$ cat src/rtl/decod_pkg.sv
// Shared constants for the buffered instruction decoder: opcode and addressing-mode
// encodings plus the skid-buffer state type.
package decod_pkg;

    localparam int OP_NOP = 0;
    localparam int OP_STA = 1;
    localparam int OP_LDA = 2;
    localparam int OP_ADD = 3;
    localparam int OP_SUB = 4;
    localparam int OP_AND = 5;
    localparam int OP_OR  = 6;
    localparam int OP_NOT = 7;
    localparam int OP_J   = 8;
    localparam int OP_JN  = 9;
    localparam int OP_JZ  = 10;
    localparam int OP_IN  = 11;
    localparam int OP_OUT = 12;
    localparam int OP_SHR = 13;
    localparam int OP_SHL = 14;
    localparam int OP_HLT = 15;

    localparam int MODO_DIR = 0;
    localparam int MODO_IND = 1;
    localparam int MODO_IM  = 2;
    localparam int MODO_SOP = 3;

    typedef enum logic [1:0] {
        ST_EMPTY = 2'd0,
        ST_ONE   = 2'd1,
        ST_TWO   = 2'd2,
        ST_HALT  = 2'd3
    } buf_state_t;

endpackage

$ cat src/rtl/decod_comb.sv
// Purely combinational word decode: one-hot opcode, one-hot addressing mode,
// operand pass-through, illegal and halt flags.
module decod_comb
    import decod_pkg::*;
#(
    parameter int WORD      = 16,
    parameter int OP_BITS   = 5,
    parameter int N_OPS     = 16,
    parameter int MODE_BITS = 2,
    parameter int HLT_CODE  = OP_HLT
) (
    input  logic [WORD-1:0]                   instrucao,
    output logic [N_OPS-1:0]                  op_onehot,
    output logic [(1<<MODE_BITS)-1:0]         modo_onehot,
    output logic [WORD-OP_BITS-MODE_BITS-1:0] operando,
    output logic                              illegal,
    output logic                              is_hlt
);

    localparam int OP_SPAN = 1 << OP_BITS;
    localparam int MODE_W  = 1 << MODE_BITS;
    localparam int OPND_W  = WORD - OP_BITS - MODE_BITS;

    logic [OP_BITS-1:0]   opcode;
    logic [MODE_BITS-1:0] modo;

    assign opcode   = instrucao[WORD-1 -: OP_BITS];
    assign modo     = instrucao[OPND_W +: MODE_BITS];
    assign operando = instrucao[OPND_W-1:0];
    assign is_hlt   = (opcode == OP_BITS'(HLT_CODE));

    // When the field cannot encode anything past N_OPS there is nothing to flag.
    generate
        if (N_OPS >= OP_SPAN) begin : g_no_illegal
            assign illegal = 1'b0;
        end else begin : g_illegal
            assign illegal = (opcode >= OP_BITS'(N_OPS));
        end
    endgenerate

    genvar gi;
    generate
        for (gi = 0; gi < N_OPS; gi++) begin : g_op
            if (gi == OP_NOP) begin : g_nop
                assign op_onehot[gi] = (opcode == OP_BITS'(gi)) || illegal;
            end else begin : g_other
                assign op_onehot[gi] = (opcode == OP_BITS'(gi));
            end
        end
        for (gi = 0; gi < MODE_W; gi++) begin : g_modo
            assign modo_onehot[gi] = (modo == MODE_BITS'(gi));
        end
    endgenerate

endmodule

$ cat src/rtl/decodificador_instrucoes_buf.sv
// Buffered instruction decoder: two-entry skid buffer of decoded words with sticky halt.
// Optional macro DECOD_ILLEGAL_TRAP_EN makes consuming an illegal opcode halt the block.
module decodificador_instrucoes_buf
    import decod_pkg::*;
#(
    parameter int WORD      = 16,
    parameter int OP_BITS   = 5,
    parameter int N_OPS     = 16,
    parameter int MODE_BITS = 2,
    parameter int HLT_CODE  = OP_HLT
) (
    input  logic                              clk,
    input  logic                              rst,
    input  logic                              instr_valid,
    output logic                              instr_ready,
    input  logic [WORD-1:0]                   instrucao,
    output logic                              dec_valid,
    input  logic                              dec_ready,
    output logic [N_OPS-1:0]                  op_onehot,
    output logic [(1<<MODE_BITS)-1:0]         modo_onehot,
    output logic [WORD-OP_BITS-MODE_BITS-1:0] operando,
    output logic                              illegal,
    output logic                              halted
);

    localparam int MODE_W = 1 << MODE_BITS;
    localparam int OPND_W = WORD - OP_BITS - MODE_BITS;

    typedef struct packed {
        logic [N_OPS-1:0]  op;
        logic [MODE_W-1:0] modo;
        logic [OPND_W-1:0] opnd;
        logic              ill;
        logic              hlt;
    } entry_t;

    entry_t     new_entry;
    entry_t     head_q, head_d, tail_q, tail_d;
    buf_state_t state_q, state_d;
    logic       instr_ready_q, instr_ready_d;
    logic       dec_valid_q, dec_valid_d;
    logic       halted_q, halted_d;
    logic       accept, consume, head_stop;

    decod_comb #(
        .WORD      (WORD),
        .OP_BITS   (OP_BITS),
        .N_OPS     (N_OPS),
        .MODE_BITS (MODE_BITS),
        .HLT_CODE  (HLT_CODE)
    ) u_decod_comb (
        .instrucao   (instrucao),
        .op_onehot   (new_entry.op),
        .modo_onehot (new_entry.modo),
        .operando    (new_entry.opnd),
        .illegal     (new_entry.ill),
        .is_hlt      (new_entry.hlt)
    );

    assign accept  = instr_valid && instr_ready_q;
    assign consume = dec_valid_q && dec_ready;

`ifdef DECOD_ILLEGAL_TRAP_EN
    logic illegal_sticky_q, illegal_sticky_d;

    assign head_stop        = head_q.hlt || head_q.ill;
    assign illegal_sticky_d = illegal_sticky_q || (consume && head_q.ill);
    assign illegal          = head_q.ill || illegal_sticky_q;

    always_ff @(posedge clk) begin
        if (rst) begin
            illegal_sticky_q <= 1'b0;
        end else begin
            illegal_sticky_q <= illegal_sticky_d;
        end
    end
`else
    assign head_stop = head_q.hlt;
    assign illegal   = head_q.ill;
`endif

    always_comb begin
        state_d = state_q;
        head_d  = head_q;
        tail_d  = tail_q;
        case (state_q)
            ST_EMPTY: begin
                if (accept) begin
                    head_d  = new_entry;
                    state_d = ST_ONE;
                end
            end
            ST_ONE: begin
                // A stopping head wins over a same-cycle accept; that word is dropped.
                if (consume && head_stop) begin
                    state_d = ST_HALT;
                end else if (accept && consume) begin
                    head_d = new_entry;
                end else if (accept) begin
                    tail_d  = new_entry;
                    state_d = ST_TWO;
                end else if (consume) begin
                    state_d = ST_EMPTY;
                end
            end
            ST_TWO: begin
                if (consume && head_stop) begin
                    state_d = ST_HALT;
                end else if (consume) begin
                    head_d  = tail_q;
                    state_d = ST_ONE;
                end
            end
            default: state_d = ST_HALT;
        endcase
        halted_d      = halted_q || (state_d == ST_HALT);
        instr_ready_d = (state_d == ST_EMPTY) || (state_d == ST_ONE);
        dec_valid_d   = (state_d == ST_ONE) || (state_d == ST_TWO);
    end

    always_ff @(posedge clk) begin
        if (rst) begin
            state_q       <= ST_EMPTY;
            head_q        <= '0;
            tail_q        <= '0;
            instr_ready_q <= 1'b1;
            dec_valid_q   <= 1'b0;
            halted_q      <= 1'b0;
        end else begin
            state_q       <= state_d;
            head_q        <= head_d;
            tail_q        <= tail_d;
            instr_ready_q <= instr_ready_d;
            dec_valid_q   <= dec_valid_d;
            halted_q      <= halted_d;
        end
    end

    assign instr_ready = instr_ready_q;
    assign dec_valid   = dec_valid_q;
    assign op_onehot   = head_q.op;
    assign modo_onehot = head_q.modo;
    assign operando    = head_q.opnd;
    assign halted      = halted_q;

endmodule

$ cat config.mk
export PLATFORM = sky130hd
export DESIGN_NAME = decodificador_instrucoes_buf
export DESIGN_NICKNAME = d
export VERILOG_FILES = /design/src/rtl/decod_pkg.sv /design/src/rtl/decod_comb.sv /design/src/rtl/decodificador_instrucoes_buf.sv
export SDC_FILE = /design/constraint.sdc
export NUM_CORES = 1
export LEC_CHECK = 0
export ABC_CLOCK_PERIOD_IN_PS = 2700
export CORE_UTILIZATION = 45
export DETAILED_ROUTE_END_ITERATION = 10
export DONT_BUFFER_PORTS = 1
export HOLD_SLACK_MARGIN = 0.15
export SLEW_MARGIN = 15
export SYNTH_ARGS = -nofsm -noshare
export SYNTH_HDL_FRONTEND = slang
export SYNTH_SLANG_ARGS = --single-unit
export TNS_END_PERCENT = 30
$ cat constraint.sdc
create_clock -name clk -period 2.7 [get_ports clk]
set_clock_uncertainty 0.05 [all_clocks]
set_input_delay 0.54 -clock clk [delete_from_list [all_inputs] [get_ports clk]]
set_output_delay 0.54 -clock clk [all_outputs]
set_load 0.03 [all_outputs]
==> impl_metrics.ini, run 1 <==
[min_path]
hp-class = in -> reg

[route]
drc = 0
routedWlPerCell_um = 15.6
dr.first_iter.drc_count = 151
firstDrtPassIters = 4
viasPerCell = 5.69
routed_wl_mm = 6.43
vias = 2345
ant_nets = 0

[synth]
synth_cell_types = 30
yosysWarnings = 0
syn_nets = 363
synth-edff-count = 0
synth_top_cell_by_area = dfxtp_1
syn_inst = 342
yosysMostFrequentCell = nand2_1
synth_top_area_share = 0.443
synth_seq_cells = 65
synth_top_flop_cell = dfxtp_1
syn_area_um2 = 2940
synth_area_leaders = dfxtp_1, nand2_1, nor3_1, a21oi_1, a211oi_2
postSynth.asyncResetShare = 0
synth.yosys.seq_area_share = 0.443
postSynthAreaPerCell_um2 = 8.59
yosys-top-cells-count = nand2_1, dfxtp_1, nor3_1

[layout]
fill_cells = 613
insertedDiodeCount = 0
area_delta_synth_final_pct = 8.64
drive_gt1_frac = 0.167
fin_nets = 351
fin_area_um2 = 3190
instances_no_fill = 412

[setup_path]
cp_num_buf_inv = 0
critPathCaptureType = flip-flop
required_ns = 2.92
crit_type = reg -> reg
cp_slowest_stage_delay_ns = 0.54
path_cells = and3b_1 -> nand2_1 -> or3_1 -> a21oi_1
critPathLaunchType = flip-flop
worstPathMaxFanout = 25
crit_family = simple AND/OR/NAND/NOR gates
crit_slowest_cell = dfxtp_1
critPathArrivalTime_ns = 2.21
rrSetupSlack_ns = 0.71

[global_routing]
grt_pass1_vias = 2225
grt_pass1_wl_mm = 11.2
grt_antenna_before_repair = 0
grt_max_degree = 67
track_usage = 0.203
overflow = 0

[floorplanning]
initial_core_util = 0.466
io_pins = 53
num_rows = 29
die_h_um = 82.8
coreArea_um2 = 6310
die_w_um = 82.8
dieArea_um2 = 6860

[sta]
final-setup-viol-count = 0
slew_viol_final = 0
max_freq_ghz = 0.503
tns_ns = 0
max_slew_margin = 0.508
min_period_over_period = 0.736
final.min_clock_period_ns = 1.99
timing_hold_violations_final = 0
rsz0062_at_grt = false
max_slew.worst_pin.slew_ns = 0.739
whs_ns = 0.212

[run]
maxCapViolCount = 0

[power_and_ir_drop]
ir_drop_uv = 444
power_density_nw_per_um2 = 913
leakage_uw = 0.00106

[cts]
numCtsBuffers = 9
cts.sinks = 65
cts_tree = yes
ctsHoldBuffers = 0
cts_resized = 0
ctsHtreeMaxLevel = 3
cts_root_buf = clkbuf_8
clk-insertion-delay-late_ns = 0.33
path_clk_slew_ns = 0.07
cts_setup_buffers = 0
cts_buffer_depth = 2

[place]
placedInstanceArea_um2 = 2950
hpwl_mm = 4.06
place_inst = 396
portBuffers = 0
gp_routability_congestion = 0.757

[status]
status = finished clean
==> layout make-up <==
type	instances	area, um2	share of cell area
tap	77	96.3	0.0302
clock inverter	6	105	0.0329
timing repair buffer	8	60.1	0.0188
clock buffer	10	138	0.0431
multi-input combinational	246	1490	0.467
sequential	65	1300	0.408
==> power by group <==
group	total, uW	internal, uW	switching (uW)	leakage, uW
clock network	1000	634	370	0.000126
registers	1380	1090	293	0.000531
logic	531	215	316	0.000406
==> through the flow <==
step	util	power [uW]	setup slack [ns]
2_1_floorplan	-	1870	1.03
3_3_place_gp	0.467	1930	0.773
3_5_place_dp	0.467	1940	0.728
4_1_cts	0.506	2950	0.703
5_1_grt	0.506	3060	0.504
6_report	0.506	2910	0.714
==> logic make-up after synthesis <==
family	share of synthesized area
multiplexers	0.0136
buffers and inverters	0.0519
adder cells (fa/ha/maj)	0.00426
AO/OA/AOI/OAI	0.228
AND/OR/NAND/NOR	0.259
flip-flops	0.443
==> placed cells by master (no fill, tap or decap) <==
master      n
a211oi_1    2
a211oi_2   16
a21boi_1    1
a21o_1      1
a21oi_1    44
a22o_1      1
a311oi_1    1
a311oi_2   13
and2_1      1
and3b_1     2
buf_4       8
bufinv_16   3
clkbuf_8   10
clkinv_2    3
dfxtp_1    65
ha_1        1
mux2i_1     4
nand2_1    73
nand2b_1    4
nand3_1     2
nand3b_1    1
nor2_1      7
nor2b_1     4
nor2b_2     1
nor3_1     46
nor3_2      1
nor4_1      1
nor4b_1     1
o21a_1      1
or2_4       1
or3_1      14
or3b_1      2
==> registers in the layout (all words and copies together), names as in the netlist <==
name / cells
tail_q: 30
op_onehot: 16
operando: 9
modo_onehot: 4
state_q: 2
dec_valid: 1
halted: 1
illegal: 1
instr_ready: 1
==> path summary, 6_finish.rpt <==
path | start | endpoint | cells past startpoint
worst min register to register | tail_q[18] | tail_q[18] | 2
worst min-delay path | rst | operando[2] | 1
worst max register to register | instr_ready | tail_q[26] | 4
worst max-delay path | instr_ready | tail_q[26] | 4
==> layer usage <==
metal / up-vias / global-route usage / wire (um)
li1: 1190 / - / -
met1: 1092 / 0.265 / 2910
met2: 57 / 0.308 / 2980
met3: 6 / 0.0696 / 486
met4: 0 / 0.0784 / 59
met5: - / 0 / 0
No activity file was read; power rests on OpenSTA's default activity.
==> inputs of run 2 (changes only) <==
Settings changed: ABC_CLOCK_PERIOD_IN_PS 2700 to 2100.
Clock period 2.7 ns to 2.1 ns, I/O delays scaled along.
==> run 2 against run 1 <==
Against the previous run:
- utilization rose by 2.0 points
- register-to-register slack got worse by 0.58 ns
- largest cell class unchanged
- total power increased by 26%
- hold slack got worse by 0.045 ns
- global-route usage is 0.65 points higher
==> impl_metrics.ini, run 2 (same netlist as run 1, synthesis figures left out) <==
[setup_path]
worstPathMaxFanout = 18
critPathArrivalTime_ns = 2.20
crit_type = reg -> reg
critPathCaptureType = flip-flop
critPathLaunchType = flip-flop
reg2reg_from = state_q[0]
required_ns = 2.34
r2r_cells = 6
rrSetupSlack_ns = 0.14
r2r-end = tail_q[2]

[global_routing]
grt_pass1_vias = 2366
grt_pass1_wl_mm = 11.6
grt_antenna_before_repair = 0
track_usage = 0.209
overflow = 0
grt_max_degree = 55

[layout]
drive_gt1_frac = 0.172
postLayoutCoreUtil = 0.526
area_delta_synth_final_pct = 13.0
fin_nets = 364
final_cell_mix = nand2_1, dfxtp_1, nor3_1
final_common_cell = nand2_1
insertedDiodeCount = 0
largest_reg_flops = 30
fill_cells = 605
regMostFlops = tail_q
instances_no_fill = 425

[sta]
max_slew_margin = 0.646
rsz0062_at_grt = false
tns_ns = 0
max_slew.worst_pin.slew_ns = 0.530
max_freq_ghz = 0.509
postLayoutSetupSlackWorst_ns = 0.135
final.min_clock_period_ns = 1.96
final-setup-viol-count = 0
timing_hold_violations_final = 0
min_period_over_period = 0.936
slew_viol_final = 0

[place]
hpwl_mm = 3.91
dp_worst_setup_slack_ns = 0.376
portBuffers = 0
place_inst = 398
gp_routability_congestion = 0.728

[floorplanning]
coreArea_um2 = 6310
die_h_um = 82.8
dieArea_um2 = 6860
io_pins = 53
num_rows = 29
initial_core_util = 0.466
die_w_um = 82.8

[cts]
numCtsBuffers = 9
cts_root_buf = clkbuf_8
cts_tree = yes
cts_setup_buffers = 0
clk-insertion-delay-late_ns = 0.34
ctsHtreeMaxLevel = 3
cts.sinks = 65
path_clk_slew_ns = 0.07
cts_buffer_depth = 2

[run]
maxCapViolCount = 0

[route]
ant_nets = 0
vias = 2442
drc = 0
routedWlPerCell_um = 16.0
firstDrtPassIters = 4
dr.first_iter.drc_count = 100
viasPerCell = 5.75
routed_wl_mm = 6.80

[power_and_ir_drop]
ir_drop_uv = 700
power_density_nw_per_um2 = 1100
leakage_uw = 0.00114

[status]
status = finished clean

[min_path]
holdPathStages = 2
worstHoldStart = instrucao[8]
hp-class = in -> reg
min_delay_worst_endpoint = tail_q[10]
## run 2: changes by cell type in the layout (fill, tap and decap cells not counted), sizes merged
cell | previous run | this run
bufinv | 3 | 1
clkinvlp | 0 | 2
clkbuf | 10 | 12
buf | 8 | 11
clkinv | 3 | 1
dlygate4sd3 | 0 | 10
## run 2: how the worst max path moves through the flow
stage	start	to	slack, ns	depth (start not counted)
floorplan	instr_ready	illegal	0.43	5
global placement	instrucao[11]	op_onehot[2]	0.41	4
detailed placement	state_q[1]	operando[0]	0.38	4
CTS	state_q[0]	tail_q[5]	0.08	6
global route	state_q[0]	tail_q[12]	0.02	6
finish	state_q[0]	tail_q[2]	0.14	6
## run 2: power breakdown
part	internal (uW)	total, uW	switching, uW
sequential	1400	1740	346
combinational	314	790	475
clock	643	1120	481
## run 2: timing repair
item	CTS	global route
hold endpoints to repair	64	0
hold buffers	11	0
resized for setup	0	1
endpoints found under the setup margin	0	10
## run 2: area by class of cell
type / instances / area [um2] / share of cell area
well taps: 77 / 96.3 / 0.0290
flip-flops and latches: 65 / 1300 / 0.392
clock inverters: 4 / 50.0 / 0.0151
clock buffers: 12 / 165 / 0.0497
repair buffers: 21 / 215 / 0.0648
multi-input cells: 246 / 1490 / 0.449
## run 2: stage by stage
step | hold slack, ns | instance area, um2 | power (uW)
floorplan | 0.386 | 2940 | 2400
finish | 0.167 | 3320 | 3660
global route | 0.160 | 3320 | 3850
CTS | 0.154 | 3320 | 3690
detailed placement | 0.391 | 2980 | 2520
global placement | 0.386 | 2980 | 2500
## run 2: metal layers
layer,wire length [um],global-route usage,vias up
li1,-,-,1219
met1,3100,0.266,1156
met2,3240,0.332,51
met3,297,0.0457,16
met4,163,0.111,0
met5,0,0,-
## run 2: worst max-delay path, stage by stage, from the launching register on
cell and delay [ns]:
dfxtp_2 0.40, a21boi_1 0.26, and2_1 0.16, buf_4 0.24, nand2_1 0.08, a21oi_1 0.13, dlygate4sd3_1 0.57
